`config.mk`:
```
export PLATFORM = sky130hd
export DESIGN_NAME = alu_result_stage_flat
export DESIGN_NICKNAME = d
export VERILOG_FILES = /design/src/rtl/alu_pkg.sv /design/src/rtl/alu_result_stage_if.sv /design/src/rtl/alu_flag_gen.sv /design/src/rtl/alu_result_stage.sv /design/src/flat_wrapper.sv
export SDC_FILE = /design/constraint.sdc
export NUM_CORES = 1
export LEC_CHECK = 0
export ABC_AREA = 1
export CORE_MARGIN = 5
export CORE_UTILIZATION = 53
export CTS_CLUSTER_DIAMETER = 60
export DETAILED_ROUTE_END_ITERATION = 12
export GPL_ROUTABILITY_DRIVEN = 0
export PLACE_DENSITY = 0.84
export SLEW_MARGIN = 20
export SYNTH_ARGS = -nofsm -noshare
export SYNTH_HDL_FRONTEND = slang
export SYNTH_SLANG_ARGS = --single-unit
```
`constraint.sdc`:
```
create_clock -name clk -period 3.9 [get_ports clk]
set_input_delay 0.78 -clock clk [delete_from_list [all_inputs] [get_ports clk]]
set_output_delay 0.78 -clock clk [all_outputs]
set_load 0.03 [all_outputs]
```
`src/rtl/alu_pkg.sv`:
```
`default_nettype none
// =====================================================================
// alu_pkg : shared widths, buffer depth, flag bit positions, op modes.
// Rev 1.0
// =====================================================================
package alu_pkg;
  localparam int ALU_WIDTH = 16;
  localparam int BUF_DEPTH = 2;
  localparam int NUM_FLAGS = 4;

  localparam int FLAG_C = 0;
  localparam int FLAG_Z = 1;
  localparam int FLAG_N = 2;
  localparam int FLAG_V = 3;

  typedef logic [NUM_FLAGS-1:0] flags_t;

  typedef enum logic {
    OP_ADD = 1'b0,
    OP_SUB = 1'b1
  } alu_op_e;
endpackage
`default_nettype wire

```
`src/rtl/alu_result_stage_if.sv`:
```
`default_nettype none
// =====================================================================
// alu_result_stage_if : adder-result input and registered-result output.
// Rev 1.0
// =====================================================================
interface alu_result_stage_if #(
  parameter int WIDTH = alu_pkg::ALU_WIDTH
);
  logic             in_valid;
  logic             in_ready;
  logic [WIDTH-1:0] S;
  logic             cout;
  logic             M;
  logic             a_msb;
  logic             b_msb;
  logic             out_valid;
  logic             out_ready;
  logic [WIDTH-1:0] result;
  logic             carry;
  logic             zero;
  logic             negative;
  logic             overflow;

  modport master (
    output in_valid, S, cout, M, a_msb, b_msb, out_ready,
    input  in_ready, out_valid, result, carry, zero, negative, overflow
  );

  modport slave (
    input  in_valid, S, cout, M, a_msb, b_msb, out_ready,
    output in_ready, out_valid, result, carry, zero, negative, overflow
  );
endinterface
`default_nettype wire

```
`src/rtl/alu_flag_gen.sv`:
```
`default_nettype none
// =====================================================================
// alu_flag_gen : combinational carry/zero/negative/overflow from adder result.
// Rev 1.0
// =====================================================================
module alu_flag_gen
  import alu_pkg::*;
#(
  parameter int WIDTH = ALU_WIDTH
) (
  input  logic [WIDTH-1:0] S_i,
  input  logic             cout_i,
  input  logic             M_i,
  input  logic             a_msb_i,
  input  logic             b_msb_i,
  output flags_t           flags_o
);
  logic w_sign_flip;

  // b_msb is the pre-inversion sign, so subtract overflows on differing signs.
  assign w_sign_flip = (S_i[WIDTH-1] != a_msb_i);

  always_comb begin
    flags_o         = '0;
    flags_o[FLAG_C] = cout_i;
    flags_o[FLAG_Z] = (S_i == '0);
    flags_o[FLAG_N] = S_i[WIDTH-1];
    if (M_i == OP_SUB) begin
      flags_o[FLAG_V] = (a_msb_i != b_msb_i) && w_sign_flip;
    end else begin
      flags_o[FLAG_V] = (a_msb_i == b_msb_i) && w_sign_flip;
    end
  end
endmodule
`default_nettype wire

```
`src/rtl/alu_result_stage.sv`:
```
`default_nettype none
// =====================================================================
// alu_result_stage : 2-entry skid buffer registering adder result + flags.
// Optional macro ALU_RESULT_STAT_EN adds saturating ovf_count output. Rev 1.0
// =====================================================================
module alu_result_stage
  import alu_pkg::*;
#(
  parameter int WIDTH = ALU_WIDTH
) (
  input  logic              clk,
  input  logic              rst,
  alu_result_stage_if.slave bus
`ifdef ALU_RESULT_STAT_EN
  ,
  output logic [15:0]       ovf_count
`endif
);
  logic [1:0]       count_q, count_d;
  logic [WIDTH-1:0] head_res_q, head_res_d, tail_res_q, tail_res_d;
  flags_t           head_flg_q, head_flg_d, tail_flg_q, tail_flg_d;
  flags_t           w_flags;
  logic             w_push, w_pop, w_out_valid, w_in_ready;

  alu_flag_gen #(.WIDTH(WIDTH)) u_flag_gen (
    .S_i     (bus.S),
    .cout_i  (bus.cout),
    .M_i     (bus.M),
    .a_msb_i (bus.a_msb),
    .b_msb_i (bus.b_msb),
    .flags_o (w_flags)
  );

  assign w_out_valid = (count_q != 2'd0);
  assign w_in_ready  = (count_q < 2'(BUF_DEPTH));
  assign w_push      = bus.in_valid && w_in_ready;
  assign w_pop       = w_out_valid && bus.out_ready;

  always_comb begin
    head_res_d = head_res_q;
    head_flg_d = head_flg_q;
    tail_res_d = tail_res_q;
    tail_flg_d = tail_flg_q;
    count_d    = count_q + {1'b0, w_push} - {1'b0, w_pop};
    if (w_pop) begin
      head_res_d = tail_res_q;
      head_flg_d = tail_flg_q;
    end
    // New entry lands in the head when the buffer is (or is about to be) empty.
    if (w_push) begin
      if ((count_q == 2'd0) || ((count_q == 2'd1) && w_pop)) begin
        head_res_d = bus.S;
        head_flg_d = w_flags;
      end else begin
        tail_res_d = bus.S;
        tail_flg_d = w_flags;
      end
    end
  end

  always_ff @(posedge clk) begin
    if (rst) begin
      count_q    <= 2'd0;
      head_res_q <= '0;
      head_flg_q <= '0;
      tail_res_q <= '0;
      tail_flg_q <= '0;
    end else begin
      count_q    <= count_d;
      head_res_q <= head_res_d;
      head_flg_q <= head_flg_d;
      tail_res_q <= tail_res_d;
      tail_flg_q <= tail_flg_d;
    end
  end

  assign bus.in_ready  = w_in_ready;
  assign bus.out_valid = w_out_valid;
  assign bus.result    = w_out_valid ? head_res_q : '0;
  assign bus.carry     = w_out_valid && head_flg_q[FLAG_C];
  assign bus.zero      = w_out_valid && head_flg_q[FLAG_Z];
  assign bus.negative  = w_out_valid && head_flg_q[FLAG_N];
  assign bus.overflow  = w_out_valid && head_flg_q[FLAG_V];

`ifdef ALU_RESULT_STAT_EN
  logic [15:0] ovf_cnt_q;

  always_ff @(posedge clk) begin
    if (rst) begin
      ovf_cnt_q <= 16'h0000;
    end else if (w_push && w_flags[FLAG_V] && (ovf_cnt_q != 16'hFFFF)) begin
      ovf_cnt_q <= ovf_cnt_q + 16'h0001;
    end
  end

  assign ovf_count = ovf_cnt_q;
`endif
endmodule
`default_nettype wire

```
`src/flat_wrapper.sv`:
```
// flat-port wrapper written by rule: the top's interface ports become plain ports
module alu_result_stage_flat import alu_pkg::*;
#(
  parameter int WIDTH = ALU_WIDTH
)
  (clk, rst, bus_in_valid, bus_S, bus_cout, bus_M, bus_a_msb, bus_b_msb, bus_out_ready, bus_in_ready, bus_out_valid, bus_result, bus_carry, bus_zero, bus_negative, bus_overflow);
  alu_result_stage_if #(.WIDTH(WIDTH)) bus_i ();
  input  logic clk;
  input  logic rst;
  input wire logic [$bits(bus_i.in_valid)-1:0] bus_in_valid;
  input wire logic [$bits(bus_i.S)-1:0] bus_S;
  input wire logic [$bits(bus_i.cout)-1:0] bus_cout;
  input wire logic [$bits(bus_i.M)-1:0] bus_M;
  input wire logic [$bits(bus_i.a_msb)-1:0] bus_a_msb;
  input wire logic [$bits(bus_i.b_msb)-1:0] bus_b_msb;
  input wire logic [$bits(bus_i.out_ready)-1:0] bus_out_ready;
  output wire logic [$bits(bus_i.in_ready)-1:0] bus_in_ready;
  output wire logic [$bits(bus_i.out_valid)-1:0] bus_out_valid;
  output wire logic [$bits(bus_i.result)-1:0] bus_result;
  output wire logic [$bits(bus_i.carry)-1:0] bus_carry;
  output wire logic [$bits(bus_i.zero)-1:0] bus_zero;
  output wire logic [$bits(bus_i.negative)-1:0] bus_negative;
  output wire logic [$bits(bus_i.overflow)-1:0] bus_overflow;
  assign bus_i.in_valid = bus_in_valid;
  assign bus_i.S = bus_S;
  assign bus_i.cout = bus_cout;
  assign bus_i.M = bus_M;
  assign bus_i.a_msb = bus_a_msb;
  assign bus_i.b_msb = bus_b_msb;
  assign bus_i.out_ready = bus_out_ready;
  assign bus_in_ready = bus_i.in_ready;
  assign bus_out_valid = bus_i.out_valid;
  assign bus_result = bus_i.result;
  assign bus_carry = bus_i.carry;
  assign bus_zero = bus_i.zero;
  assign bus_negative = bus_i.negative;
  assign bus_overflow = bus_i.overflow;
  alu_result_stage #(.WIDTH(WIDTH)) u_core (.clk(clk), .rst(rst), .bus(bus_i));
endmodule
```
==> run metrics, run 1 <==
clk_lat worst skew=0.29 ns; hold_ws=0.526 ns; grt total ovfl=0; Core ar.=3660 sq um; Filler Cells Inserted=327; DR vias/cell=4.94; fin crit share=0.655; clk_skew=0.00470 ns; slowest cell on the critical path=clkdlybuf4s50_1; CTS root buf=clkbuf_8; post-cts gate resize count=0; commonest non-fill, non-tap cell in the layout=nor2_1; top post-synthesis cells by area=dfxtp_1 41%, nor2_1 14%, nand2_1 9.4%; Starting Density=0.547; Syn Inst Count=314; Final Setup Violations=0; HP Start=u_core.tail_res_q[4]; final core utilization=0.703; Max Cap Viol=0; clk buf depth=2; crit end category=primary output; port buffer count=45; Routed Antenna Nets=0; vias in the first global route=1809; most frequent cells in the layout=75 x nor2_1, 50 x nand2_1, 45 x clkdlybuf4s50_1; Pwr Density=431 nW/um^2; Setup crit start kind=flip-flop; count of pins over their slew limit=0; layout cells sized above 1=0.0706; max incr delay on CP=0.69 ns; TritonCTS clock tree=built; Die Y=71.5 um; Tightest Pin Transition=1.02 ns; via count=1984; sequence of cells on the critical path=nor2_1 > buf_4 > nor2_1 > clkdlybuf4s50_1; 1st-pass router iterations=4; Synth Warn #=0; Total Routing Usage GR=0.194; Site Rows=22; Slew Limit Headroom=0.319; Crit Path Category=reg2out; status=complete, no violations; synthesized area=2000 sq um; RSZ-0062 raised after global routing=no; hold path cells=2; antenna violations before repair=0; Nets=378; total negative setup slack=0 ns; top fanout value on the critical path=21; delay-heaviest family, CP=buffers and inverters; PnR worst setup slack=1.35 ns; Data required, critical path=3.12 ns; r2r setup slk=2.12 ns; initial DRC count=141; most frequent CP cell=nor2_1; first-pass GRT wire length=7950 um; hold_buf cts=0; diode count=0; pin count of the biggest net entering global routing=40; Worst-path clk slew=0.08 ns; Leakage=1.18 nW; CTS buffer count=5; Hold EP=u_core.tail_res_q[4]; die width=71.5 um; CTS HTree Levels=2; r2r worst-path depth=9; Avg Synthesized Cell Area=6.38 sq um; post-synthesis sequential area ratio=0.410; Synth-to-Final Area Change=28.4%; DP Worst Slack=1.25 ns; Final Hold Vio Count=0; WL/cell=11.6 um; Crit path buffers/inverters=2; Max VDD drop=277 uV; cell taking the most area after synthesis=dfxtp_1; proportion of netlist area held by the largest area contributor=0.410; Reg-to-Reg Start=u_core.count_q[0]; worst hold path type=reg2reg; DIE AREA=5110 sq um; Setup Fix Bufs, Post-CTS=0; number of synthesized register bits=41; Yosys cell types=18; DRC violations left=0; CP arrival=1.77 ns; Peak Freq=391 MHz; r2r endpoint=u_core.count_q[1]; total length of routed wires=4660 um; post-DP HPWL=3120 um; Synthesized Nets=339; Clock Sink Count=41; # IOs=46; Period minus WS final=2.55 ns
## synthesized netlist by cell type
library cell and count:
inv_2 4, buf_4 2, nor2_2 2, a21oi_1 6, dfxtp_1 41, clkbuf_1 5, or2_2 7, clkbuf_2 1
nand3_1 32, or2_0 8, buf_2 6, nand2_2 3, inv_1 42, nand2_1 50, o21ai_0 28, nor2_1 75
ha_1 1, buf_1 1
## per-stage QoR
stage               power, W  std cells  cell area (sq um)
floorplan           0.000667        314               2000
global placement    0.000755        394               2460
detailed placement  0.000765        394               2460
CTS                  0.00112        402               2570
global route         0.00117        402               2570
finish               0.00111        402               2570
## cell type report
cell class / count / area (sq um) / share of cell area
Multi-Input combinational cell: 212 / 937 / 0.364
Timing Repair Buffer: 47 / 465 / 0.181
Tap cell: 48 / 60.1 / 0.0233
Clock buffer: 7 / 86.3 / 0.0336
Inverter: 46 / 173 / 0.0671
Clock inverter: 1 / 30.0 / 0.0117
Sequential cell: 41 / 821 / 0.319
## per-layer routing
| metal | global-route usage | up-vias | wire (um) |
|---|---|---|---|
| met2 | 0.327 | 48 | 2260 |
| met4 | 0.0710 | 0 | 57 |
| met5 | 0 | - | 0 |
| li1 | - | 1034 | - |
| met1 | 0.240 | 897 | 2100 |
| met3 | 0.0491 | 5 | 243 |
## tightest hold or removal path, stage by stage (launching register included)
cell	delay, ns
dfxtp_1	0.33
o21ai_0	0.08
nor2_1	0.08
## flip-flops by register name, summed over array words and instances, names as in the netlist
register	cells
u_core.head_res_q	16
u_core.tail_res_q	15
u_core.head_flg_q	4
u_core.tail_flg_q	4
u_core.count_q	2
## logic make-up (layout without fill, tap and decap cells)
kind of cell / count (synthesis) / after routing / share of synthesized area
simple gates: 177 / 177 / 0.377
compound gates: 34 / 34 / 0.0849
flops: 41 / 41 / 0.410
fa+ha+maj: 1 / 1 / 0.00625
buf+inv: 61 / 101 / 0.122
## report_power, final
part	total [W]	leakage [nW]	switching [W]	internal, W
registers	0.000475	0.337	0.0000183	0.000457
clock network	0.000353	0.0585	0.000145	0.000209
logic	0.000281	0.782	0.000170	0.000110
total	0.00111	1.18	0.000333	0.000776
## how the worst max path moves through the flow
stage | cells after the start | start | endpoint | slack [ns]
4_1_cts | 4 | u_core.count_q[0] | bus_result[8] | 1.32
2_1_floorplan | 3 | u_core.count_q[0] | bus_carry | 2.08
6_report | 4 | u_core.count_q[0] | bus_result[8] | 1.35
5_1_grt | 4 | u_core.count_q[0] | bus_result[4] | 1.24
3_5_place_dp | 7 | bus_out_ready | u_core.tail_flg_q[3] | 1.25
3_3_place_gp | 7 | bus_out_ready | u_core.tail_flg_q[3] | 1.30
(Power assumes the default switching activity.)
==> run 2, diff against run 1 <==
--- a/config.mk
+++ b/config.mk
@@ -7,11 +7,11 @@
 export LEC_CHECK = 0
 export ABC_AREA = 1
 export CORE_MARGIN = 5
-export CORE_UTILIZATION = 53
+export CORE_UTILIZATION = 50
 export CTS_CLUSTER_DIAMETER = 60
 export DETAILED_ROUTE_END_ITERATION = 12
 export GPL_ROUTABILITY_DRIVEN = 0
-export PLACE_DENSITY = 0.84
+export PLACE_DENSITY = 0.8
 export SLEW_MARGIN = 20
 export SYNTH_ARGS = -nofsm -noshare
 export SYNTH_HDL_FRONTEND = slang
==> constraint.sdc (replaced) <==
create_clock -name clk -period 2.5 [get_ports clk]
set_input_delay 0.5 -clock clk [delete_from_list [all_inputs] [get_ports clk]]
set_output_delay 0.5 -clock clk [all_outputs]
set_load 0.03 [all_outputs]
==> run metrics, run 2 (synthesized netlist as in run 1, its figures left out) <==
fin crit share=0.895; GRT met2 Usage=0.306; DR vias/cell=4.77; clk buf depth=2; Nets=384; Tightest Pin Transition=0.343 ns; M3 GR Usage=0.0479; clk_skew=0.00621 ns; status=complete, no violations; clk_lat worst skew=0.29 ns; Synth-to-Final Area Change=30.8%; final core utilization=0.665; Die Y=73.3 um; most frequent CP cell=nor2_1; Starting Density=0.508; via count=1954; logic gate share of total power=0.257; antenna violations before repair=0; delay-heaviest family, CP=buffers and inverters; worst hold path type=reg2reg; CTS root buf=clkbuf_8; Data required, critical path=2.00 ns; diode count=0; 1st-pass router iterations=4; gr busiest metal=met2; DRC violations left=0; Final Hold Vio Count=0; crit end category=primary output; most frequent cells in the layout=75 x nor2_1, 50 x nand2_1, 45 x clkdlybuf4s50_1; commonest non-fill, non-tap cell in the layout=nor2_1; slowest cell on the critical path=clkdlybuf4s50_1; pin count of the biggest net entering global routing=26; vias in the first global route=1807; post-cts gate resize count=0; Pwr Density=661 nW/um^2; initial DRC count=132; TritonCTS clock tree=built; Max Cap Viol=0; Slew Limit Headroom=0.771; total negative setup slack=0 ns; Site Rows=23; switching pwr=0.000512 W; Largest register FFs=16; Worst-path clk slew=0.07 ns; CTS buffer count=5; Leakage=1.21 nW; Total Routing Usage GR=0.188; sequence of cells on the critical path=nor2_1 > buf_4 > nor2_1 > clkdlybuf4s50_1; Period minus WS final=2.24 ns; Clk pwr share=0.315; max incr delay on CP=0.68 ns; Final Setup Violations=0; Clock Sink Count=41; grt total ovfl=0; post-DP HPWL=3160 um; Max VDD drop=382 uV; Setup Fix Bufs, Post-CTS=0; Setup crit start kind=flip-flop; top fanout value on the critical path=21; Switching Share=0.296; CP arrival=1.74 ns; Peak Freq=447 MHz; first-pass GRT wire length=7920 um; hold_ws=0.520 ns; internal power=0.00122 W; Largest regs=u_core.head_res_q (16), u_core.tail_res_q (15); count of pins over their slew limit=0; # IOs=46; RSZ-0062 raised after global routing=no; WL/cell=11.0 um; Crit path buffers/inverters=2; CTS HTree Levels=2; die width=73.3 um; Crit Path Category=reg2out; hold_buf cts=0; DIE AREA=5370 sq um; layout cells sized above 1=0.0861; share of power burned in registers=0.428; total length of routed wires=4530 um; Routed Antenna Nets=0; M1 GR Usage=0.243; Core ar.=3940 sq um; Top reg by flops=u_core.head_res_q; port buffer count=45
run 2: final cells by class:
cell class	instances	area [sq um]
clock inverters	1	30.0
repair buffers	53	510
well taps	50	62.6
multi-input cells	212	937
fillers	332	1320
flip-flops and latches	41	821
clock buffers	7	86.3
inverters	46	173
run 2: layer usage:
| metal | wire length (um) | vias to the layer above | share of wire |
|---|---|---|---|
| met5 | 0 | - | 0 |
| met4 | 29 | 0 | 0.0064 |
| met3 | 331 | 2 | 0.073 |
| met2 | 2150 | 54 | 0.47 |
| met1 | 2020 | 857 | 0.45 |
| li1 | - | 1041 | - |
run 2: worst paths after layout:
path / startpoint / end / slack [ns] / depth (start not counted)
setup / recovery: u_core.count_q[0] / bus_result[4] / 0.26 / 4
setup reg to reg: u_core.count_q[0] / u_core.count_q[1] / 1.09 / 9
hold / removal: u_core.tail_res_q[3] / u_core.tail_res_q[3] / 0.52 / 2
hold reg to reg: u_core.tail_res_q[3] / u_core.tail_res_q[3] / 0.52 / 2
run 2: power groups by stage:
stage	Clock [W]	Sequential [W]	Combinational [W]
floorplan	0	0.000749	0.000292
global placement	0	0.000755	0.000437
detailed placement	0	0.000756	0.000447
CTS	0.000564	0.000741	0.000449
global route	0.000585	0.000749	0.000505
finish	0.000546	0.000742	0.000444
run 2: worst min-delay path: stages (launching register included):
cell     delay (ns)
dfxtp_1        0.33
o21ai_0        0.08
nor2_1         0.07
run 2: stage by stage:
step / instances / cell area, sq um / setup slack (ns) / power [W]
finish: 410 / 2620 / 0.262 / 0.00173
global route: 410 / 2620 / 0.110 / 0.00184
CTS: 410 / 2620 / 0.233 / 0.00175
detailed placement: 402 / 2500 / 0.438 / 0.00120
global placement: 402 / 2500 / 0.517 / 0.00119
floorplan: 314 / 2000 / 0.960 / 0.00104
==> run 3, diff against run 2 <==
--- a/config.mk
+++ b/config.mk
@@ -6,7 +6,7 @@
 export NUM_CORES = 1
 export LEC_CHECK = 0
 export ABC_AREA = 1
-export CORE_MARGIN = 5
+export CORE_MARGIN = 2
 export CORE_UTILIZATION = 50
 export CTS_CLUSTER_DIAMETER = 60
 export DETAILED_ROUTE_END_ITERATION = 12
==> constraint.sdc (replaced) <==
create_clock -name clk -period 2.1 [get_ports clk]
set_input_delay 0.42 -clock clk [delete_from_list [all_inputs] [get_ports clk]]
set_output_delay 0.42 -clock clk [all_outputs]
set_load 0.03 [all_outputs]
==> run metrics, run 3 (synthesized netlist as in run 1, its figures left out) <==
pin count of the biggest net entering global routing=29; CTS buffer count=5; M1 WL=2030 um; delay-heaviest family, CP=buffers and inverters; port buffer count=45; DR top layer=met4; Core ar.=3910 sq um; Crit path buffers/inverters=1; count of pins over their slew limit=0; Slew Limit Headroom=0.768; Synth-to-Final Area Change=31.1%; Clock Sink Count=41; Routed Antenna Nets=0; RSZ-0062 raised after global routing=no; Final Setup Violations=0; commonest non-fill, non-tap cell in the layout=nor2_1; CP arrival=1.57 ns; Tightest Pin Transition=0.348 ns; clk_skew=0.00165 ns; Leakage=1.29 nW; Nets=388; status=complete, no violations; Worst-path clk slew=0.07 ns; worst hold path type=reg2reg; Peak Freq=503 MHz; first-pass GRT wire length=7670 um; 1st-pass router iterations=4; clk buf depth=2; Pwr Density=735 nW/um^2; post-DP HPWL=3070 um; crit end category=primary output; CTS root buf=clkbuf_8; layout cells sized above 1=0.0964; hold_buf cts=0; Data required, critical path=1.68 ns; DIE AREA=4530 sq um; Setup crit start kind=flip-flop; Period minus WS final=1.99 ns; top fanout value on the critical path=9; Met2 Routed Length=2080 um; Final Hold Vio Count=0; DRC violations left=0; Max VDD drop=649 uV; wire length on met3=232 um; TritonCTS clock tree=built; grt total ovfl=0; Max Cap Viol=0; vias in the first global route=1725; via count=1958; Starting Density=0.512; die width=67.3 um; diode count=0; Crit Path Category=reg2out; slowest cell on the critical path=clkdlybuf4s50_1; clk_lat worst skew=0.29 ns; sequence of cells on the critical path=nor2_4 > nor2_1 > clkdlybuf4s50_1; # IOs=46; Die Y=67.3 um; r2r setup slk=0.63 ns; total length of routed wires=4390 um; total negative setup slack=0 ns; CTS HTree Levels=2; Largest register FFs=16; Total Routing Usage GR=0.222; DP Area=2550 sq um; antenna violations before repair=0; DR vias/cell=4.74; WL/cell=10.6 um; Setup Fix Bufs, Post-CTS=0; initial DRC count=104; fin crit share=0.947; Largest regs=u_core.head_res_q (16), u_core.tail_res_q (15); most frequent cells in the layout=74 x nor2_1, 50 x nand2_1, 42 x inv_1; Top reg by flops=u_core.head_res_q; post-route cell area=2630 sq um; max incr delay on CP=0.69 ns; Power, Total=0.00193 W; Site Rows=23
run 3: changes by cell type in the layout (fill, tap and decap cells not counted):
cell / delta
clkdlybuf4s50_1: -14
buf_4: +3
nor2_1: -1
dlymetal6s2s_1: +1
buf_12: +1
nor2_4: +1
bufinv_16: -1
dlygate4sd2_1: +13
run 3: through the flow:
| step | hold WS [ns] | setup WS (ns) | util | instances |
|---|---|---|---|---|
| floorplan | 0.476 | 0.640 | - | 314 |
| global placement | 0.490 | -0.0701 | 0.651 | 406 |
| detailed placement | 0.495 | -0.106 | 0.651 | 406 |
| global route | 0.536 | 0.0275 | 0.671 | 413 |
| CTS | 0.516 | 0.00860 | 0.670 | 413 |
| finish | 0.513 | 0.112 | 0.671 | 413 |
run 3: final timing paths:
kind              cells after the start                     to                   from
setup / recovery                      3          bus_result[0]      u_core.count_q[1]
setup reg to reg                      9      u_core.count_q[1]      u_core.count_q[1]
hold / removal                        2  u_core.tail_res_q[11]  u_core.tail_res_q[11]
hold reg to reg                       2  u_core.tail_res_q[11]  u_core.tail_res_q[11]
run 3: repair_timing:
item                       CTS  global route
setup endpoints to repair   20             1
pin swaps                    0             0
gates resized for setup     15             1
run 3: tightest hold or removal path, stage by stage, from the launching register on:
cell and delay (ns):
dfxtp_1 0.33, o21ai_0 0.08, nor2_1 0.07
run 3: final cells by class:
cell class                      count  area (sq um)
Inverter                           46           173
Sequential cell                    41           821
Tap cell                           50          62.6
Clock buffer                        7          86.3
Timing Repair Buffer               57           539
Fill cell                         378          1290
Multi-Input combinational cell    212           945
run 3: per-layer routing:
layer  up-vias  GRT usage
li1       1050          -
met1       854      0.268
met5         -          0
met4         0     0.0587
met2        49      0.394
met3         5     0.0567
run 3: power breakdown:
| group | switching, W | internal [W] | total [W] |
|---|---|---|---|
| combinational | 0.000318 | 0.000220 | 0.000538 |
| clock | 0.000250 | 0.000261 | 0.000510 |
| sequential | 0.0000326 | 0.000848 | 0.000881 |
